## config.mk

```make
export PLATFORM = sky130hd
export DESIGN_NAME = rptr_rempty_sync_flat
export DESIGN_NICKNAME = d
export VERILOG_FILES = /design/src/rtl/fifo_pkg.sv /design/src/rtl/rptr_rempty_sync_if.sv /design/src/rtl/sync_bus.sv /design/src/rtl/rptr_rempty_sync.sv /design/src/flat_wrapper.sv
export SDC_FILE = /design/constraint.sdc
export NUM_CORES = 1
export LEC_CHECK = 0
export ABC_AREA = 1
export CORE_MARGIN = 2
export CORE_UTILIZATION = 47
export CTS_CLUSTER_DIAMETER = 150
export DETAILED_ROUTE_END_ITERATION = 8
export PLACE_DENSITY = 0.77
export SYNTH_ARGS = -nofsm -noshare
export SYNTH_HDL_FRONTEND = slang
export SYNTH_SLANG_ARGS = --single-unit
```

## constraint.sdc

```tcl
create_clock -name rclk -period 2.9 [get_ports rclk]
set_input_delay 0.29 -clock rclk [delete_from_list [all_inputs] [get_ports rclk]]
set_output_delay 0.29 -clock rclk [all_outputs]
set_load 0.02 [all_outputs]
```

## src/rtl/fifo_pkg.sv

```systemverilog
// rtl/fifo_pkg.sv - shared async-FIFO pointer helpers
package fifo_pkg;

  // Widest pointer the helpers handle; narrower values are passed zero-extended.
  localparam int MAX_W = 16;

  function automatic int ptr_width(input int awidth);
    return awidth + 1;
  endfunction

  function automatic int depth_of(input int awidth);
    return 1 << awidth;
  endfunction

  // XOR prefix from the MSB; zero upper bits leave the result unchanged.
  function automatic logic [MAX_W-1:0] gray2bin(input logic [MAX_W-1:0] g);
    logic [MAX_W-1:0] b;
    b = g;
    for (int i = MAX_W - 2; i >= 0; i--) begin
      b[i] = b[i+1] ^ g[i];
    end
    return b;
  endfunction

  function automatic logic [MAX_W-1:0] bin2gray(input logic [MAX_W-1:0] b);
    return b ^ (b >> 1);
  endfunction

endpackage

```

## src/rtl/rptr_rempty_sync_if.sv

```systemverilog
// rtl/rptr_rempty_sync_if.sv - read-side request/status bundle
interface rptr_rempty_sync_if #(
  parameter int AWIDTH = 3
);
  logic              rinc;
  logic              uf_clr;
  logic [AWIDTH:0]   ae_thresh;
  logic              ren;
  logic [AWIDTH-1:0] raddr;
  logic              rempty;
  logic              ralmost_empty;
  logic [AWIDTH:0]   rlevel;
  logic              runderflow;

  modport master (
    output rinc, uf_clr, ae_thresh,
    input  ren, raddr, rempty, ralmost_empty, rlevel, runderflow
  );

  modport slave (
    input  rinc, uf_clr, ae_thresh,
    output ren, raddr, rempty, ralmost_empty, rlevel, runderflow
  );
endinterface

```

## src/rtl/sync_bus.sv

```systemverilog
// rtl/sync_bus.sv - plain multi-flop bus synchroniser, async active-low reset to 0
module sync_bus #(
  parameter int WIDTH  = 4,
  parameter int STAGES = 2
) (
  input  logic             clk,
  input  logic             rst_n,
  input  logic [WIDTH-1:0] d,
  output logic [WIDTH-1:0] q
);

  logic [WIDTH-1:0] stage_q [STAGES];
  logic [WIDTH-1:0] stage_d [STAGES];

  always_comb begin
    stage_d[0] = d;
    for (int i = 1; i < STAGES; i++) begin
      stage_d[i] = stage_q[i-1];
    end
  end

  always_ff @(posedge clk or negedge rst_n) begin
    if (!rst_n) begin
      for (int i = 0; i < STAGES; i++) begin
        stage_q[i] <= '0;
      end
    end else begin
      for (int i = 0; i < STAGES; i++) begin
        stage_q[i] <= stage_d[i];
      end
    end
  end

  assign q = stage_q[STAGES-1];

endmodule

```

## src/rtl/rptr_rempty_sync.sv

```systemverilog
// rtl/rptr_rempty_sync.sv - read pointer, empty/almost-empty/level/underflow for the async FIFO
module rptr_rempty_sync
  import fifo_pkg::*;
#(
  parameter int AWIDTH      = 3,
  parameter int SYNC_STAGES = 2
) (
  input  logic            rclk,
  input  logic            rrst_n,
  input  logic [AWIDTH:0] wptr,
  output logic [AWIDTH:0] rptr,
  rptr_rempty_sync_if.slave rd
);

  localparam int PW = ptr_width(AWIDTH);

  logic [PW-1:0] wq;
  logic [PW-1:0] wbin;
  logic [PW-1:0] bnext;
  logic [PW-1:0] gnext;
  logic [PW-1:0] level_next;
  logic          ren_c;

  logic [PW-1:0] bin_q, bin_d;
  logic [PW-1:0] rptr_q, rptr_d;
  logic          rempty_q, rempty_d;
  logic          rae_q, rae_d;
  logic [PW-1:0] rlevel_q, rlevel_d;
  logic          ruf_q, ruf_d;

  sync_bus #(
    .WIDTH  (PW),
    .STAGES (SYNC_STAGES)
  ) u_wptr_sync (
    .clk   (rclk),
    .rst_n (rrst_n),
    .d     (wptr),
    .q     (wq)
  );

  // Flags use bnext against the current wq, so they can only err towards empty.
  always_comb begin
    ren_c      = rd.rinc & ~rempty_q;
    bnext      = bin_q + PW'(ren_c);
    gnext      = PW'(bin2gray(MAX_W'(bnext)));
    wbin       = PW'(gray2bin(MAX_W'(wq)));
    level_next = wbin - bnext;

    bin_d      = bnext;
    rptr_d     = gnext;
    rempty_d   = (gnext == wq);
    rlevel_d   = level_next;
    rae_d      = (level_next <= rd.ae_thresh);
    ruf_d      = ruf_q;
    if (rd.uf_clr) ruf_d = 1'b0;
    if (rd.rinc && rempty_q) ruf_d = 1'b1;
  end

  always_ff @(posedge rclk or negedge rrst_n) begin
    if (!rrst_n) begin
      bin_q    <= '0;
      rptr_q   <= '0;
      rempty_q <= 1'b1;
      rae_q    <= 1'b1;
      rlevel_q <= '0;
      ruf_q    <= 1'b0;
    end else begin
      bin_q    <= bin_d;
      rptr_q   <= rptr_d;
      rempty_q <= rempty_d;
      rae_q    <= rae_d;
      rlevel_q <= rlevel_d;
      ruf_q    <= ruf_d;
    end
  end

  assign rptr             = rptr_q;
  assign rd.ren           = ren_c;
  assign rd.raddr         = bin_q[AWIDTH-1:0];
  assign rd.rempty        = rempty_q;
  assign rd.ralmost_empty = rae_q;
  assign rd.rlevel        = rlevel_q;
  assign rd.runderflow    = ruf_q;

endmodule

```

## src/flat_wrapper.sv

```systemverilog
// flat-port wrapper written by rule: the top's interface ports become plain ports
module rptr_rempty_sync_flat import fifo_pkg::*;
#(
  parameter int AWIDTH      = 3,
  parameter int SYNC_STAGES = 2
)
  (rclk, rrst_n, wptr, rptr, rd_rinc, rd_uf_clr, rd_ae_thresh, rd_ren, rd_raddr, rd_rempty, rd_ralmost_empty, rd_rlevel, rd_runderflow);
  rptr_rempty_sync_if #(.AWIDTH(AWIDTH)) rd_i ();
  input  logic rclk;
  input  logic rrst_n;
  input  logic [AWIDTH:0] wptr;
  output logic [AWIDTH:0] rptr;
  input wire logic [$bits(rd_i.rinc)-1:0] rd_rinc;
  input wire logic [$bits(rd_i.uf_clr)-1:0] rd_uf_clr;
  input wire logic [$bits(rd_i.ae_thresh)-1:0] rd_ae_thresh;
  output wire logic [$bits(rd_i.ren)-1:0] rd_ren;
  output wire logic [$bits(rd_i.raddr)-1:0] rd_raddr;
  output wire logic [$bits(rd_i.rempty)-1:0] rd_rempty;
  output wire logic [$bits(rd_i.ralmost_empty)-1:0] rd_ralmost_empty;
  output wire logic [$bits(rd_i.rlevel)-1:0] rd_rlevel;
  output wire logic [$bits(rd_i.runderflow)-1:0] rd_runderflow;
  assign rd_i.rinc = rd_rinc;
  assign rd_i.uf_clr = rd_uf_clr;
  assign rd_i.ae_thresh = rd_ae_thresh;
  assign rd_ren = rd_i.ren;
  assign rd_raddr = rd_i.raddr;
  assign rd_rempty = rd_i.rempty;
  assign rd_ralmost_empty = rd_i.ralmost_empty;
  assign rd_rlevel = rd_i.rlevel;
  assign rd_runderflow = rd_i.runderflow;
  rptr_rempty_sync #(.AWIDTH(AWIDTH), .SYNC_STAGES(SYNC_STAGES)) u_core (.rclk(rclk), .rrst_n(rrst_n), .wptr(wptr), .rptr(rptr), .rd(rd_i));
endmodule
```

-- Word-level counts from Yosys, hierarchy flattened
Cells that the tools add are included.
- bits in registers: 23
- logic and storage cells: 22
- add/sub/neg operators: 2
- order comparisons: 1
- equality and inequality tests: 1
- multiplexer cells: 2
- bitwise logic cells: 6
- reduce and logical (&&, ||, !) cells: 2
- operators by type and width (kind ; count):
    4-bit by 1-bit adder with 4-bit output ; 1
    4-bit == test ; 1
    4-bit <= comparator ; 1
    4-bit subtractor ; 1
    4-bit by 3-bit XOR with 4-bit output ; 1
    1-bit XOR ; 3
    1-bit two-way mux ; 2
    2-bit nonzero test ; 1
    1-bit AND ; 1
    1-bit logical AND ; 1
    1-bit inverter ; 1

-- Logic depth before layout (Yosys ltp)
- depth in word-level cells: 5
- gate-level depth with buffers: 15
- depth with buffers taken out: 15

-- Hierarchy
A second synthesis with hierarchy kept.
- cells, all modules: 107
- area total of the unflattened synthesis: 1034.7 sq um
- modules (own cells, without submodules) (module ; instances ; cells each ; area each (sq um) ; seq. area each (sq um)):
    rptr_rempty_sync ; 1 ; 99 ; 834.6 ; 352.8
    sync_bus ; 1 ; 8 ; 200.2 ; 200.2

-- Worst setup path before layout
OpenSTA, ideal clock, no wires.
- path kind: register to register
- start point: reg u_core.rempty_q, in the netlist u_core.rd.rempty
- end point: reg u_core.rae_q, in the netlist u_core.rd.ralmost_empty
- setup time: 0.086 ns
- arrival time: 2.682 ns
- path slack: 0.131 ns
- cell stages (with the launch flop): 15
- path buffers: 0
- period minus slack after synthesis: 2.769 ns
- path through: dfstp_2 -> nor2_1 -> ha_1 -> ha_1 -> inv_1 -> nand2_1 -> nand2_1 -> ha_1 -> a21oi_1 -> o21ai_0 -> xor2_1 -> ha_1 -> nand2_1 -> o21ai_0 -> o21ai_0
- longest elaborated chain between the ends: 5
- RTL lines (item ; RTL line ; text):
    from (decl) ; rptr_rempty_sync.sv:26 ; logic rempty_q, rempty_d;
    from (signal assigned) ; rptr_rempty_sync.sv:70 ; rempty_q <= rempty_d;
    1-bit inverter ; rptr_rempty_sync.sv:43 ; ren_c = rd.rinc & ~rempty_q;
    1-bit AND ; rptr_rempty_sync.sv:43 ;
    named net rd_ren ; flat_wrapper.sv:16 ; output wire logic [$bits(rd_i.ren)-1:0] rd_ren;
    4-bit by 1-bit adder with 4-bit output ; rptr_rempty_sync.sv:44 ; bnext = bin_q + PW'(ren_c);
    4-bit subtractor ; rptr_rempty_sync.sv:47 ; level_next = wbin - bnext;
    named net u_core.level_next[3] ; rptr_rempty_sync.sv:21 ; logic [PW-1:0] level_next;
    4-bit <= comparator ; rptr_rempty_sync.sv:53 ; rae_d = (level_next <= rd.ae_thresh);
    named net u_core.rae_d ; rptr_rempty_sync.sv:27 ; logic rae_q, rae_d;
    to (signal assigned) ; rptr_rempty_sync.sv:71 ; rae_q <= rae_d;
    to (decl) ; rptr_rempty_sync.sv:27 ;
The timed path passes the listed nets, and every way through them passes these cells.
A chain may end at the register's enable or synchronous reset.

-- Worst setup path in the final report
- start point: reg u_core.u_wptr_sync.stage_q, in the netlist u_core.u_wptr_sync.q[3]
- end point: reg u_core.rae_q, in the netlist u_core.rd.ralmost_empty
- longest elaborated chain between the ends: 5
- RTL lines (item ; RTL line ; text):
    from (decl) ; sync_bus.sv:12 ; logic [WIDTH-1:0] stage_q [STAGES];
    from (signal, indexed assignment) ; sync_bus.sv:29 ; stage_q[i] <= stage_d[i];
    1-bit XOR (*) (2 in series) ; fifo_pkg.sv:20 ; b[i] = b[i+1] ^ g[i];
    1-bit XOR ; fifo_pkg.sv:20 ;
    4-bit subtractor (*) ; rptr_rempty_sync.sv:47 ;
    named net u_core.level_next[1] ; rptr_rempty_sync.sv:21 ;
    4-bit <= comparator (*) ; rptr_rempty_sync.sv:53 ;
    named net u_core.rae_d ; rptr_rempty_sync.sv:27 ;
Mark *: on every way through the listed nets, which the timed path passes. The rest lies on a longest branch.

==> impl_results.md <==
* Leak Pwr at 0.701 nW
* Gpl congestion at 0.851
* Routed Antenna Nets at 0
* Most used flip-flop cell after synthesis: dfrtp_1
* Nets at 163
* Tot Pwr at 1.76 mW
* Vias per cell at 4.93
* Post-synth ARST share at 100%
* EDFF count, synth at 0
* Comb pwr share at 63.3%
* Switch share at 42.2%
* Reg power frac at 27.1%
* Fmax at 371 MHz
* Worst Hold Class: register to register
* Top cell type's share of synthesized area at 49.0%
* Final setup fails at 0
* GRT Util Overall at 18.3%
* Initial core utilization at 51.0%
* P&R area growth vs syn at 39.8%
* Max cap viols at 0
* Unrepaired setup endpoints after global routing: false
* First-pass GRT wire length at 3.44 mm
* I/O pin count at 27
* VDD IR max at 0.712 mV
* Htree depth at 1
* Vias at 824
* Post-layout instance area at 1430 um^2
* Post-synth top area cell: dfrtp_1
* Die area at 2560 um^2
* Syn Nets at 125
* DR DRC count at 0
* Final wirelength at 2.11 mm
* Avg Inst Size Synth at 9.91 um^2
* Layout fillers at 157
* DP Area at 1360 um^2
* Dpl ws at -204 ps
* Antenna cells at 0
* DR iter-0 viols at 14
* Initial antenna violation count at 0
* FF-to-FF End: u_core.rd.ralmost_empty$_DFF_PN1_
* Max-slew violations at 0
* R2R cell count at 12
* Initial DRT Pass Iterations at 4
* Final hold vios at 0
* Power Internal at 1.02 mW
* Number of buffers created by CTS at 3
* DP Wirelength at 1.55 mm
* Wire length per cell at 12.6 um
* Final min period at 2690 ps
* Final std cells w/o fill at 167
* Crit path from: u_core.u_wptr_sync.q[3]$_DFF_PN0_
* Clock Latency Late Sink at 310 ps
* CP endpoint kind: register
* R2R Path Start: u_core.u_wptr_sync.q[3]$_DFF_PN0_
* Gr ovfl total at 0
* Worst slew margin at 36.9%
* Final Cycle Share at 92.9%
* Synth area leaders: dfrtp_1 (49%), ha_1 (11%), nand2_1 (9.9%), inv_1 (5.9%), nand3_1 (5.4%)
* CP max FO at 3
* Core ar. at 2000 um^2
* Worst-path clk slew at 120 ps
* Setup TNS at 0 ps
* Cell variety after synth at 16
* Clock Power Share at 9.6%
* CTS tree: done
* Root Driver: clkbuf_4
* Synth Register Bits at 22
* Final worst setup slack at 207 ps
* Die H at 50.6 um
* Crit Path Class: register to register
* Status: completed
* CTS Buffer Depth at 2
* Yosys warns at 0
* Vias in the first global route at 814
* DIE WIDTH at 50.6 um
* Tightest Pin Transition at 944 ps
* Crit path to: u_core.rd.ralmost_empty$_DFF_PN1_
* Pwr dens at 1230 nW/um^2
* P_sw at 0.741 mW
* PortBufs at 26
* Hold_buf cts at 0
* Ratio of cells with drive above 1 in the final layout at 15.0%
* Rows at 16
* Fin Clk Skew at 4.01 ps
* Synth Instances at 103
* Worst reg2reg setup slack at 210 ps
* Startpoint types: register
* Register area share after synthesis at 54.2%
* CTS Sinks at 22
* Number of instances in the placed design at 162
* Synthesized cell area at 1020 um^2
* CP Data Required Time at 3150 ps
* Data arrival, critical path at 2940 ps
* Pin count of the biggest net entering global routing at 23
Yosys cell counts (all sizes together), types with 2 or more instances:
cell	count
inv	17
nand2	27
nor2	2
a21oi	3
dfstp	2
o21ai	4
dfrtp	20
xnor2	2
nand3	11
ha	9
xor2	3
kinds of logic (layout without fill, tap and decap cells):
kind of cell               after synthesis  in the layout  synth area share, %
and+or+nand+nor                         42             42                 17.4
buffers and inverters                   17             54                 6.25
DFF                                     22             22                 54.2
adders and majority gates               10             10                 13.0
xor gates and xnor gates                 5              5                 5.76
AOI/OAI and AO/OA                        7              7                 3.43
power by group through the flow:
stage	clock (mW)	sequential (mW)	combinational, mW
3_5_place_dp	0	0.482	1.04
2_1_floorplan	0	0.600	0.502
5_1_grt	0.187	0.492	1.23
6_report	0.169	0.476	1.11
4_1_cts	0.172	0.476	1.05
3_3_place_gp	0	0.478	0.984
worst max-delay path, stage by stage (launching register included):
cell and delay (ps):
dfrtp_1 450, xor2_2 290, xor2_2 270, inv_2 70, nand2_1 60, nand2_1 50, ha_1 240, fa_1 530
inv_1 70, ha_1 300, a21oi_1 60, o21ai_0 130, o21ai_0 100
registers in the layout, indices dropped and copies added (netlist names):
| signal | flops |
|---|---|
| u_core.u_wptr_sync.stage_d | 4 |
| u_core.u_wptr_sync.q | 4 |
| u_core.bin_q | 4 |
| u_core.rd.rlevel | 4 |
| u_core.rptr | 3 |
| u_core.rd.ralmost_empty | 1 |
| u_core.rd.runderflow | 1 |
| u_core.rd.rempty | 1 |
worst min path at each step:
stage	endpoint	slack, ps	from	cells past startpoint
4_1_cts	u_core.u_wptr_sync.q[2]$_DFF_PN0_	360	u_core.u_wptr_sync.stage_d[2]$_DFF_PN0_	0
3_5_place_dp	u_core.u_wptr_sync.q[2]$_DFF_PN0_	330	u_core.u_wptr_sync.stage_d[2]$_DFF_PN0_	0
5_1_grt	u_core.u_wptr_sync.q[0]$_DFF_PN0_	380	u_core.u_wptr_sync.stage_d[0]$_DFF_PN0_	0
3_3_place_gp	u_core.u_wptr_sync.q[3]$_DFF_PN0_	330	u_core.u_wptr_sync.stage_d[3]$_DFF_PN0_	0
6_report	u_core.u_wptr_sync.q[2]$_DFF_PN0_	360	u_core.u_wptr_sync.stage_d[2]$_DFF_PN0_	0
2_1_floorplan	u_core.bin_q[0]$_DFF_PN0_	-6	rrst_n	0
timing repair:
item / 4_1_cts / 5_1_grt
resized for setup: 0 / 6
endpoints found under the hold margin: 0 / 0
setup buffers: 0 / 1
setup endpoints to repair: 0 / 1
cells in the final DEF (no fill, tap or decap):
master            n
nand2_1          27
clkdlybuf4s50_1  26
dfrtp_1          20
inv_1            16
nand3_1          11
buf_4             7
ha_1              6
a21oi_1           3
o21ai_0           3
clkbuf_4          3
xor2_2            2
xnor2_1           2
ha_2              2
dfstp_2           2
inv_2             1
nand4_1           1
o21ai_2           1
nand3b_1          1
xor2_1            1
nor2_2            1
nor2_1            1
fa_1              1
ha_4              1
clkbuf_8          1
metrics by stage:
step | utilization [%] | hold slack [ps]
after floorplan | - | -5.59
after global routing | 71.3 | 381
after CTS | 69.8 | 362
final | 71.3 | 360
after global placement | 67.9 | 332
after detailed placement | 67.9 | 335
final cells by class:
class | count | area [um^2] | share of cell area (%)
Clock buffer | 4 | 36.3 | 2.54
Timing Repair Buffer | 33 | 313 | 21.9
Tap cell | 27 | 33.8 | 2.37
Inverter | 17 | 63.8 | 4.47
Multi-Input combinational cell | 64 | 428 | 30.0
Sequential cell | 22 | 553 | 38.7
per-layer routing:
metal / vias up / track usage [%] / wire [um]
met5: - / 0 / 0
met4: 0 / 8.11 / 61
met3: 7 / 3.57 / 89
met2: 26 / 31.4 / 1110
met1: 395 / 22.2 / 847
li1: 396 / - / -
Note: power is estimated with default switching activity, not from simulation.
